===== src/rtl/ccd_pip_pkg.sv =====
// ccd_pip_pkg: shared widths and pixel type for the CCD picture-in-picture path
package ccd_pip_pkg;
    localparam int CCD_DW    = 10;
    localparam int CCD_IN_W  = 1280;
    localparam int PIP_OUT_W = 320;

    typedef struct packed {
        logic [CCD_DW-1:0] r;
        logic [CCD_DW-1:0] g;
        logic [CCD_DW-1:0] b;
    } rgb_t;
endpackage


===== src/rtl/decim_acc.sv =====
// decim_acc: one colour channel of the 4:1 box average, output registered on the last phase
module decim_acc
    import ccd_pip_pkg::*;
#(
    parameter int DW = CCD_DW,
    parameter int SH = 2
) (
    input  logic          clk,
    input  logic          rst,
    input  logic          en,
    input  logic          clr,
    input  logic          load,
    input  logic [SH-1:0] phase,
    input  logic [DW-1:0] pixIn,
    output logic [DW-1:0] pixOut
);
    logic [DW+SH-1:0] acc;
    logic [DW+SH-1:0] sum;

    assign sum = acc + (DW+SH)'(pixIn);

    always_ff @(posedge clk or posedge rst)
        if (rst) begin
            acc    <= '0;
            pixOut <= '0;
        end else begin
            acc <= en ? (phase == '0 ? (DW+SH)'(pixIn) : sum) : clr ? '0 : acc;
            if (load)
                pixOut <= sum[DW+SH-1:SH];
        end
endmodule


===== src/rtl/ccd_decim_4x.sv =====
// ccd_decim_4x: 4:1 horizontal box average and 1-in-4 line keep for the PiP path;
// every kept line yields exactly OUT_W strobes.
module ccd_decim_4x
    import ccd_pip_pkg::*;
#(
    parameter int IN_W      = CCD_IN_W,
    parameter int HDEC_LOG2 = 2,
    parameter int VDEC_LOG2 = 2,
    parameter int OUT_W     = IN_W >> HDEC_LOG2,
    parameter int DW        = CCD_DW
) (
    input  logic          iCCD_PIXCLK,
    input  logic          iRST,
    input  logic [DW-1:0] iCCD_R,
    input  logic [DW-1:0] iCCD_G,
    input  logic [DW-1:0] iCCD_B,
    input  logic          iCCD_DVAL,
    input  logic          iCCD_FVAL,
    output logic [DW-1:0] oCCD_R,
    output logic [DW-1:0] oCCD_G,
    output logic [DW-1:0] oCCD_B,
    output logic          oCCD_DVAL,
    output logic          oLINE_ERR
);
    localparam logic [10:0] IN_WV  = 11'(IN_W);
    localparam logic [8:0]  OUT_WV = 9'(OUT_W);

    logic                 fvalD, dvalD;
    logic [9:0]           lineCnt, line;
    logic [10:0]          colCnt, cc;
    logic [8:0]           outCnt, oc;
    logic [HDEC_LOG2-1:0] phase, ph;
    logic                 dv, fvalRise, fvalFall, lineEnd, kept, emit, clr;

    // Pixels only count inside the frame, so an FVAL drop also ends the line as an abort
    assign dv       = iCCD_DVAL & iCCD_FVAL;
    assign fvalRise = iCCD_FVAL & ~fvalD;
    assign fvalFall = ~iCCD_FVAL & fvalD;
    assign lineEnd  = dvalD & ~dv;
    assign clr      = fvalRise | fvalFall;

    // A pixel arriving with the FVAL rising edge sees freshly cleared counters
    assign ph   = fvalRise ? '0 : phase;
    assign line = fvalRise ? '0 : lineCnt;
    assign cc   = fvalRise ? '0 : colCnt;
    assign oc   = fvalRise ? '0 : outCnt;
    assign kept = line[VDEC_LOG2-1:0] == '0;
    assign emit = dv & (ph == '1) & kept & (oc < OUT_WV);

    always_ff @(posedge iCCD_PIXCLK or posedge iRST)
        if (iRST) begin
            fvalD     <= 1'b0;
            dvalD     <= 1'b0;
            lineCnt   <= '0;
            colCnt    <= '0;
            outCnt    <= '0;
            phase     <= '0;
            oCCD_DVAL <= 1'b0;
            oLINE_ERR <= 1'b0;
        end else begin
            fvalD     <= iCCD_FVAL;
            dvalD     <= dv;
            oCCD_DVAL <= emit;
            oLINE_ERR <= lineEnd & ~fvalFall & (colCnt != IN_WV);
            if (fvalFall) begin
                phase  <= '0;
                colCnt <= '0;
                outCnt <= '0;
            end else if (lineEnd) begin
                lineCnt <= lineCnt + 10'd1;
                phase   <= '0;
                colCnt  <= '0;
                outCnt  <= '0;
            end else if (dv) begin
                lineCnt <= line;
                phase   <= ph + 1'b1;
                colCnt  <= cc + 11'(cc != '1);
                outCnt  <= oc + 9'(emit);
            end else if (fvalRise) begin
                lineCnt <= '0;
                phase   <= '0;
                colCnt  <= '0;
                outCnt  <= '0;
            end
        end

    decim_acc #(.DW(DW), .SH(HDEC_LOG2)) accR (
        .clk(iCCD_PIXCLK), .rst(iRST), .en(dv), .clr(clr), .load(emit),
        .phase(ph), .pixIn(iCCD_R), .pixOut(oCCD_R)
    );

    decim_acc #(.DW(DW), .SH(HDEC_LOG2)) accG (
        .clk(iCCD_PIXCLK), .rst(iRST), .en(dv), .clr(clr), .load(emit),
        .phase(ph), .pixIn(iCCD_G), .pixOut(oCCD_G)
    );

    decim_acc #(.DW(DW), .SH(HDEC_LOG2)) accB (
        .clk(iCCD_PIXCLK), .rst(iRST), .en(dv), .clr(clr), .load(emit),
        .phase(ph), .pixIn(iCCD_B), .pixOut(oCCD_B)
    );
endmodule


===== config.mk =====
export PLATFORM = sky130hd
export DESIGN_NAME = ccd_decim_4x
export DESIGN_NICKNAME = d
export VERILOG_FILES = /design/src/rtl/ccd_pip_pkg.sv /design/src/rtl/decim_acc.sv /design/src/rtl/ccd_decim_4x.sv
export SDC_FILE = /design/constraint.sdc
export NUM_CORES = 1
export LEC_CHECK = 0
export ABC_AREA = 1
export ABC_CLOCK_PERIOD_IN_PS = 5500
export BUFFER_PORTS_ARGS = -buffer_cell sky130_fd_sc_hd__buf_4
export CELL_PAD_IN_SITES_DETAIL_PLACEMENT = 2
export CELL_PAD_IN_SITES_GLOBAL_PLACEMENT = 2
export CORE_ASPECT_RATIO = 0.9
export CORE_MARGIN = 2
export CORE_UTILIZATION = 38
export CTS_BUF_LIST = sky130_fd_sc_hd__clkbuf_8
export CTS_CLUSTER_DIAMETER = 50
export DETAILED_ROUTE_END_ITERATION = 12
export HOLD_SLACK_MARGIN = 0.1
export PLACE_DENSITY_LB_ADDON = 0.1
export SYNTH_ARGS = -nofsm -noshare
export SYNTH_HDL_FRONTEND = slang
export SYNTH_HIERARCHICAL = 1
export SYNTH_SLANG_ARGS = --single-unit
export TNS_END_PERCENT = 10

===== constraint.sdc =====
create_clock -name iCCD_PIXCLK -period 5.5 [get_ports iCCD_PIXCLK]
set_clock_uncertainty 0.15 [all_clocks]
set_input_delay 0.55 -clock iCCD_PIXCLK [delete_from_list [all_inputs] [get_ports iCCD_PIXCLK]]
set_output_delay 0.55 -clock iCCD_PIXCLK [all_outputs]
set_load 0.03 [all_outputs]

After elaboration in Yosys (flattened, before gate mapping)

Cells that the tools add are included.

$add $sub $neg: 7
Magnitude comparators: 1
Eq/ne operators: 3
Muxes and demuxes: 21
Bitwise logic cells: 14
Reductions and logical operators: 5

Operators with widths:

| cell                  | number |
|---|---|
| $mux 12               | 7 |
| $mux 11               | 4 |
| $add 12x10->12        | 3 |
| $mux 9                | 4 |
| $ne 11x11->1 const B  | 2 |
| $mux 10               | 2 |
| $add 11x1->11         | 1 |
| $add 10x1->10 const B | 1 |
| $add 9x1->9           | 1 |
| $and 1x1->1           | 9 |
| $lt 9x9->1 const B    | 1 |
| $mux 2                | 4 |
| $logic_not 2->1       | 2 |
| $not 1->1             | 4 |
| $reduce_bool 2->1     | 2 |
| $add 2x1->2 const B   | 1 |
| $eq 2x2->1 const B    | 1 |
| $reduce_and 2->1      | 1 |
| $or 1x1->1            | 1 |

Register bits: 102
Input port bits: 34

Longest topological paths before layout

Gate-level depths: netlist (run 1).

Word-level depth: 11
Gate-level depth with buffers: 18
Gate-level depth less buffers: 16

Hierarchy

Netlist (run 1), hierarchy kept.

By module, submodules not included:

| module       | times used | cells each | area an instance (sq um) |
|---|---|---|---|
| decim_acc    | 3          | 211        | 1492.7 |
| ccd_decim_4x | 1          | 216        | 1690.4 |

Worst setup path before layout (run 1)

OpenSTA, ideal clock, no wires.

Kind: input -> register
From: input port iCCD_FVAL
To: register outCnt[8]
Setup time: 0.117 ns
Arrival: 3.137 ns
Required time: 5.233 ns
Slack: 2.096 ns
Stages: 13
Cell sequence: ha_1 > buf_6 > nor2_1 > ha_1 > nand2_1 > nor3_1 > ha_1 > ha_1 > nand2_2 > nor2_2 > nand3_1 > nor2_1 > nor2_1

Longest elaborated chain between the ends: 10
Elaborated cells between the ends (all ways): 19

Ends and longest elaborated chain:

| element                  | RTL line           | source |
|---|---|---|
| start, declared          | ccd_decim_4x.sv:18 | `input logic iCCD_FVAL,` |
| $and 1x1->1              | ccd_decim_4x.sv:37 | `assign fvalRise = iCCD_FVAL & ~fvalD;` |
| $mux 2                   | --                 |  |
| net ph[1]                | ccd_decim_4x.sv:32 | `logic [HDEC_LOG2-1:0] phase, ph;` |
| $eq 2x2->1               | ccd_decim_4x.sv:48 | `assign emit = dv & (ph == '1) & kept & (oc < OUT_WV);` |
| $and 1x1->1 (3 in a row) | ccd_decim_4x.sv:48 |  |
| net emit                 | ccd_decim_4x.sv:33 | `logic dv, fvalRise, fvalFall, lineEnd, kept, emit, clr;` |
| $add 9x1->9              | ccd_decim_4x.sv:78 | `outCnt <= oc + 9'(emit);` |
| $mux 9                   | ccd_decim_4x.sv:74 | `end else if (dv) begin` |
| $mux 9                   | ccd_decim_4x.sv:69 | `end else if (lineEnd) begin` |
| $mux 9                   | ccd_decim_4x.sv:65 | `if (fvalFall) begin` |
| end signal, assigned     | ccd_decim_4x.sv:78 |  |
| end, declared            | ccd_decim_4x.sv:31 | `logic [8:0] outCnt, oc;` |

The timed path passes the listed nets, and every way through them passes these cells. The select of a mux whose other input is x is not followed.
A chain may end at the register's enable or synchronous reset.

Worst setup path after layout (run 1)

From: register fvalD
To: register accR.pixOut[1]

Longest elaborated chain between the ends: 7
Elaborated cells between the ends (all ways): 11

Ends and longest elaborated chain:

| element                  | RTL line           | source |
|---|---|---|
| start, declared          | ccd_decim_4x.sv:28 | `logic fvalD, dvalD;` |
| start signal, assigned   | ccd_decim_4x.sv:61 | `fvalD <= iCCD_FVAL;` |
| $not 1->1                | ccd_decim_4x.sv:37 |  |
| $and 1x1->1              | ccd_decim_4x.sv:37 |  |
| $mux 2                   | --                 |  |
| net ph[1]                | ccd_decim_4x.sv:32 |  |
| $eq 2x2->1               | ccd_decim_4x.sv:48 |  |
| $and 1x1->1 (3 in a row) | ccd_decim_4x.sv:48 |  |
| net emit                 | ccd_decim_4x.sv:33 |  |
| end signal, assigned     | decim_acc.sv:29    | `pixOut <= sum[DW+SH-1:SH];` |
| end, declared            | decim_acc.sv:15    | `output logic [DW-1:0] pixOut` |

The timed path passes the listed nets, and every way through them passes these cells. The select of a mux whose other input is x is not followed.

==> results of run 1 <==
## report_power, final
| part | internal, mW | switching [mW] | leakage (nW) | total (mW) |
|---|---|---|---|---|
| clock | 0.212 | 0.293 | 0.0972 | 0.505 |
| combinational | 0.231 | 0.471 | 2.40 | 0.702 |
| sequential | 0.767 | 0.0592 | 1.27 | 0.826 |
## registers in the layout, summed over array words and instances, names as in the netlist, 9 cells and up
signal       cells
accB/acc        12
accB/pixOut     10
accG/acc        12
accG/pixOut     10
accR/acc        12
accR/pixOut     10
colCnt          11
outCnt           9
## logic make-up after synthesis
group                      after synthesis  share of synthesized area
adders and majority gates               40                     0.0848
and+or+nand+nor                        475                      0.334
xor gates and xnor gates                11                     0.0156
AOI/OAI and AO/OA                      110                     0.0992
DFF                                     94                      0.381
buffers and inverters                  119                     0.0852
## Yosys cell counts
cell type	n	share of area
a211oi_1	1	0.0012
clkbuf_8	2	0.0045
o21ai_1	7	0.0057
o21ai_0	46	0.037
buf_2	12	0.0097
xor2_1	4	0.0057
nor3b_1	2	0.0024
nor2_2	6	0.0061
nand2_1	255	0.16
xnor2_1	7	0.0099
a21oi_1	29	0.024
o211ai_1	6	0.0073
nand2_2	18	0.018
ha_1	37	0.075
fa_1	3	0.0097
nand2_4	1	0.0018
clkinv_1	3	0.0018
inv_1	97	0.059
nand3_1	64	0.052
nor2_1	100	0.061
nand3_4	1	0.0028
o21bai_1	6	0.0073
nor2_4	6	0.011
inv_8	1	0.0018
nand3_2	6	0.0097
buf_6	2	0.0037
a31oi_1	10	0.010
clkinv_4	1	0.0014
o22ai_1	1	0.0010
nand4_1	4	0.0041
nor3_1	12	0.0097
buf_12	1	0.0032
a21oi_2	4	0.0057
dfrtp_1	94	0.38
## layer usage
layer,wire [um],vias up
met3,392,27
met2,10900,72
met5,0,-
met1,9720,2978
li1,-,2829
met4,396,0
## worst max-delay path by stage
stage,start,end,slack [ps],depth (start not counted)
after detailed placement,iCCD_FVAL,accB/pixOut[1]$_DFFE_PP0P_,1920,9
after floorplan,iCCD_FVAL,outCnt[8]$_DFF_PP0_,2100,13
final,fvalD$_DFF_PP0_,accR/pixOut[1]$_DFFE_PP0P_,2170,10
after CTS,fvalD$_DFF_PP0_,accB/pixOut[2]$_DFFE_PP0P_,2140,9
after global placement,iCCD_FVAL,accR/pixOut[1]$_DFFE_PP0P_,2140,10
after global routing,fvalD$_DFF_PP0_,accR/pixOut[1]$_DFFE_PP0P_,1870,10
## stage by stage
step / power (mW) / util / worst slack, ps / hold slack, ps / instance area [sq um]
global placement: 1.49 / 0.425 / 2140 / 292 / 6810
floorplan: 1.29 / - / 2100 / 303 / 6170
detailed placement: 1.54 / 0.425 / 1920 / 297 / 6810
finish: 2.03 / 0.438 / 2170 / 151 / 7010
CTS: 2.06 / 0.438 / 2140 / 130 / 7010
global route: 2.16 / 0.438 / 1870 / 125 / 7010
## cell type report
cell class                      instances  area (sq um)  share of cell area
Tap cell                              207           259              0.0369
Multi-Input combinational cell        636          3300               0.470
Timing Repair Buffer                   68           513              0.0731
Clock inverter                          7          75.1              0.0107
Inverter                              102           395              0.0564
Clock buffer                            9           124              0.0177
Sequential cell                        94          2350               0.335
## timing repair
action / 4_1_cts / 5_1_grt
resized for setup: 0 / 0
setup endpoints to repair: 0 / 0
hold endpoints to repair: 1 / 0
hold buffers: 1 / 0
buffers inserted: 0 / 0
## worst max-delay path: cells and delay by family, from the launching register on
family,cells,cell delay (ps)
buf+inv,3,870
flops,1,380
compound gates,1,90
simple gates,4,1070
fa+ha+maj,2,630
==> summary.md, run 1 <==
| Metric | Value |
|---|---|
| Kind of critical path | `reg2reg` |
| Hold Violations, Final | `0` |
| Mapped Cells | `849` |
| TritonCTS buffer count | `9` |
| Maxcap violations | `0` |
| Worst path slowest cell | `nor2_1` |
| H-tree Lvls | `3` |
| Layout Nets | `985` |
| Max incr delay on CP | `630 ps` |
| M1 GR Usage | `0.322` |
| Fraction of layout instances using a drive strength above 1 | `0.139` |
| Core Area | `16000 sq um` |
| Initial core utilization | `0.385` |
| Mapped Nets | `923` |
| WP data arrival | `3450 ps` |
| Yosys warning total | `6` |
| Synthesized area | `6170 sq um` |
| Startpoint Class | `flip-flop` |
| Clock Pin Slew Worst Setup and Hold Paths | `100 ps` |
| Placed instance count | `1106` |
| Area added between synthesis and finish | `13.7%` |
| Critical hold path startpoint | `iCCD_FVAL` |
| Commonest cells after routing, fill and taps aside | `nand2_1 (255), nor2_1 (100), inv_1 (98), dfrtp_1 (94), buf_4 (67)` |
| Gpl congestion | `0.941` |
| Leakage | `3.76 nW` |
| Worst Hold Class | `in2reg` |
| CP endpoint kind | `flip-flop` |
| DRC violations left | `0` |
| I/O Buffers | `65` |
| Wire length of the first global-routing pass | `35.9 mm` |
| Final Critical Period | `3330 ps` |
| Root buffer cell | `clkbuf_8` |
| Maximum clock rate | `0.301 GHz` |
| Worst skew pair latency | `400 ps` |
| Crit Reg-Reg Startpoint | `fvalD$_DFF_PP0_` |
| CP required | `5620 ps` |
| Number of global-route vias before repair | `6892` |
| WL final | `21.4 mm` |
| # rows | `44` |
| WHS Endpoint | `fvalD$_DFF_PP0_` |
| HPWL after DPL | `15.8 mm` |
| Worst Hold Depth | `1` |
| Setup Total Neg Slack | `0 ps` |
| Antenna violations before repair | `0` |
| Crit-path cells | `inv_1, ha_1, nor2_1, ha_1, nand2_1, nor3_2, buf_4, clkinv_1, nand2_1, o21ai_0` |
| Yosys cell types | `34` |
| Final worst-path cycle share | `0.605` |
| Busiest layer in global routing | `met2` |
| Post-synthesis sequential area ratio | `0.381` |
| Critical R2R Capture | `accR/pixOut[1]$_DFFE_PP0P_` |
| Final setup vio count | `0` |
| Outcome | `completed` |
| Die X | `138 um` |
| DRT iter0 DRCs | `223` |
| CTS tree | `yes` |
| Via density | `5.26` |
| Slew HR | `0.239` |
| Final Max Tran Viols | `0` |
| Most common cell after layout, fill and taps aside | `nand2_1` |
| VDD IR max | `0.132 mV` |
| FF-to-FF setup slack | `2170 ps` |
| Largest net degree at the start of global routing | `41` |
| RSZ-0062 raised after global routing | `no` |
| Pwr dens | `290 nW/um^2` |
| Post-synthesis sequential element count | `94` |
| Worst r2r path cells | `10` |
| DIE AREA | `17300 sq um` |
| Routed WL per cell | `19.0 um` |
| Vias post-DR | `5906` |
| GR Util met3 | `0.0365` |
| Inserted Diodes | `0` |
| GRT overflow | `0` |
| # IOs | `66` |
| Number of fillers in the final layout | `1900` |
| Final instance count without filler cells | `1123` |
| Clk buf depth | `2` |
| Worst Max-Slew Pin Slew | `1140 ps` |
| Worst-path fanout max | `37` |
| All-layer global routing usage | `0.258` |
| M2 GR Usage | `0.465` |
| Die height | `125 um` |
| Post-route ant nets | `0` |
| Avg Cell Area, Syn | `7.27 sq um` |
| Drt pass-1 iters | `4` |
| Clk sinks | `94` |
Note: power is estimated with default switching activity, not from simulation.
==> run 2: changes to the inputs <==
--- a/config.mk
+++ b/config.mk
@@ -6,13 +6,13 @@
 export NUM_CORES = 1
 export LEC_CHECK = 0
 export ABC_AREA = 1
-export ABC_CLOCK_PERIOD_IN_PS = 5500
+export ABC_CLOCK_PERIOD_IN_PS = 3450
 export BUFFER_PORTS_ARGS = -buffer_cell sky130_fd_sc_hd__buf_4
 export CELL_PAD_IN_SITES_DETAIL_PLACEMENT = 2
 export CELL_PAD_IN_SITES_GLOBAL_PLACEMENT = 2
 export CORE_ASPECT_RATIO = 0.9
 export CORE_MARGIN = 2
-export CORE_UTILIZATION = 38
+export CORE_UTILIZATION = 35
 export CTS_BUF_LIST = sky130_fd_sc_hd__clkbuf_8
 export CTS_CLUSTER_DIAMETER = 50
 export DETAILED_ROUTE_END_ITERATION = 12
==> constraint.sdc (replaced) <==
create_clock -name iCCD_PIXCLK -period 3.45 [get_ports iCCD_PIXCLK]
set_clock_uncertainty 0.15 [all_clocks]
set_input_delay 0.345 -clock iCCD_PIXCLK [delete_from_list [all_inputs] [get_ports iCCD_PIXCLK]]
set_output_delay 0.345 -clock iCCD_PIXCLK [all_outputs]
set_load 0.03 [all_outputs]
==> run 2 against run 1 <==
Effect of this change:
- non-clock buffer count increased by 15
- combinational power increased by 58%
- largest cell class unchanged
- register-to-register slack worse by 1600 ps
- total power increased by 56%
- first-iteration DRC count down 28%
- critical path type is now in2reg
- die area grew 8.3%
==> summary.md, run 2 (synthesized netlist as in run 1, its figures left out) <==
| Metric | Value |
|---|---|
| Sequential share of power | `0.414 (+0.008)` |
| Core Area | `17400 sq um (+8.9%)` |
| Worst Hold Class | `in2reg` |
| CP endpoint kind | `flip-flop` |
| Worst skew pair latency | `390 ps (about the same)` |
| Slew HR | `0.371 (+0.132)` |
| GRT overflow | `0 (unchanged)` |
| Worst path slowest cell | `dlygate4sd3_1` |
| Switching pwr | `1.25 mW (+51%)` |
| WL final | `20.1 mm (-6.1%)` |
| M1 GR Usage | `0.291 (-0.0307)` |
| Layout Nets | `1000 (+1.5%)` |
| Routed WL per cell | `17.1 um (-9.9%)` |
| Maxcap violations | `0 (unchanged)` |
| Final worst-path cycle share | `0.913` |
| Clk sinks | `94 (unchanged)` |
| Postcts setup bufs | `0 (unchanged)` |
| HPWL after DPL | `15.2 mm (-3.8%)` |
| Crit Reg-Reg Startpoint | `fvalD$_DFF_PP0_` |
| Root buffer cell | `clkbuf_8` |
| Hold Violations, Final | `0 (unchanged)` |
| WP data arrival | `3300 ps (-150 ps)` |
| Clock power share | `0.238 (-0.010)` |
| Worst-path fanout max | `37 (unchanged)` |
| Clock Pin Slew Worst Setup and Hold Paths | `90 ps (about the same)` |
| Largest net degree at the start of global routing | `40 (-2.4%)` |
| Final Max Tran Viols | `0 (unchanged)` |
| Leakage | `3.83 nW (+1.9%)` |
| Crit-path cells | `dlygate4sd3_1, buf_4, ha_1, buf_4, nor2_1, ha_1, nand2_1, nor3_2, buf_4, clkinv_1, o21ai_0` |
| Pre-CTS setup slack | `395 ps (-1520 ps)` |
| Wire length of the first global-routing pass | `33.9 mm (-5.6%)` |
| Top Registers | `accB/acc x12, accG/acc x12, accR/acc x12` |
| Most common cell after layout, fill and taps aside | `nand2_1` |
| Via density | `5.05 (-4.1%)` |
| DIE AREA | `18700 sq um (+8.3%)` |
| FF-to-FF setup slack | `550 ps (-1620 ps)` |
| DRT iter0 DRCs | `161 (-28%)` |
| Comb pwr share | `0.349 (+0.004)` |
| Final Critical Period | `3150 ps` |
| Setup Total Neg Slack | `0 ps (unchanged)` |
| CTS tree | `yes` |
| CP most frequent cell | `buf_4` |
| M2 GR Usage | `0.411 (-0.0539)` |
| Gpl congestion | `0.811 (-14%)` |
| CP Capture Point | `accG/pixOut[2]$_DFFE_PP0P_` |
| Vias post-DR | `5908 (+0.034%)` |
| Final setup vio count | `0 (unchanged)` |
| I/O Buffers | `65 (unchanged)` |
| Worst r2r path cells | `10 (unchanged)` |
| Fraction of layout instances using a drive strength above 1 | `0.141 (+0.00206)` |
| Outcome | `completed` |
| Critical R2R Capture | `accG/pixOut[2]$_DFFE_PP0P_` |
| Cell-internal power | `1.93 mW (+60%)` |
| Area added between synthesis and finish | `16.3%` |
| Kind of critical path | `in2reg` |
| Max incr delay on CP | `540 ps (-90 ps)` |
| TritonCTS buffer count | `9 (unchanged)` |
| Post-route setup slack | `301 ps (-1870 ps)` |
| Maximum clock rate | `0.318 GHz` |
| Number of fillers in the final layout | `2127 (+12%)` |
| Startpoint Class | `primary input` |
| Inserted Diodes | `0 (unchanged)` |
| Antenna violations before repair | `0 (unchanged)` |
| Clk buf depth | `2 (unchanged)` |
| Commonest cells after routing, fill and taps aside | `nand2_1 (255), inv_1 (101), nor2_1 (100), dfrtp_1 (94), buf_4 (74)` |
| Post-route ant nets | `0 (unchanged)` |
| Crit path from | `iCCD_FVAL` |
| Net Sw Frac | `0.392 (-0.0126)` |
| Overall power | `3.18 mW (+56%)` |
| Drt pass-1 iters | `5 (+1)` |
| VDD IR max | `0.204 mV (+55%)` |
| CP required | `3600 ps (-2020 ps)` |
| GR Util met3 | `0.0385 (+0.00201)` |
| Number of global-route vias before repair | `6761 (-1.9%)` |
| All-layer global routing usage | `0.229 (-0.0295)` |
| Worst Max-Slew Pin Slew | `943 ps (-195 ps)` |
| # rows | `46 (+4.5%)` |
| Die X | `144 um (+4.1%)` |
| RSZ-0062 raised after global routing | `no` |
| Busiest layer in global routing | `met2` |
| Initial core utilization | `0.354 (-0.0313)` |
| H-tree Lvls | `3 (unchanged)` |
| # IOs | `66 (unchanged)` |
| DRC violations left | `0 (unchanged)` |
| Pwr dens | `443 nW/um^2 (+53%)` |
| Die height | `130 um (+4.1%)` |
[run 2: worst max-delay path: cells and delay by family]
kind,cells,cell delay [ps]
adders and majority gates,2,470
and+or+nand+nor,3,450
buffers and inverters,5,1730
AOI/OAI and AO/OA,1,290
[run 2: what timing repair did]
action | 4_1_cts | 5_1_grt
gates resized for setup | 0 | 0
hold buffers | 9 | 0
endpoints found under the hold margin | 102 | 0
[run 2: worst min-delay path by stage]
stage	startpoint	to	slack (ps)	cells after the start
6_report	iCCD_G[0]	accG/acc[0]$_DFFE_PP0P_	110	3
3_3_place_gp	accB/acc[8]$_DFFE_PP0P_	accB/acc[8]$_DFFE_PP0P_	320	2
4_1_cts	iCCD_G[0]	accG/acc[0]$_DFFE_PP0P_	100	3
3_5_place_dp	accB/acc[8]$_DFFE_PP0P_	accB/acc[8]$_DFFE_PP0P_	330	2
2_1_floorplan	iRST	accB/acc[0]$_DFFE_PP0P_	180	1
5_1_grt	iCCD_G[0]	accG/acc[0]$_DFFE_PP0P_	130	3
[run 2: metrics by stage]
stage               hold WS, ps  instance area (sq um)   util  instances
floorplan                   184                   6170      -        849
detailed placement          333                   6900  0.396       1146
CTS                         102                   7170  0.411       1171
global route                131                   7170  0.411       1171
global placement            319                   6900  0.396       1146
finish                      112                   7170  0.411       1171
[run 2: power by group through the flow]
stage                     Combinational, mW  Clock (mW)  Sequential [mW]
final                                  1.11       0.755             1.31
after global routing                   1.25       0.813             1.33
after CTS                              1.13       0.782             1.32
after detailed placement               1.11           0             1.33
after global placement                 1.05           0             1.33
after floorplan                       0.622           0             1.43
[run 2: area by class of cell]
cell class,count,area [sq um],share of cell area
inverter,102,395,0.0551
multi-input combinational,636,3300,0.459
timing repair buffer,83,646,0.0900
clock inverter,7,60.1,0.00837
tap,240,300,0.0419
clock buffer,9,124,0.0173
sequential,94,2350,0.328
[run 2: layer usage]
metal,routed length [um],vias up
li1,-,2864
met1,9240,2961
met2,10100,63
met3,440,20
met4,244,0
met5,0,-
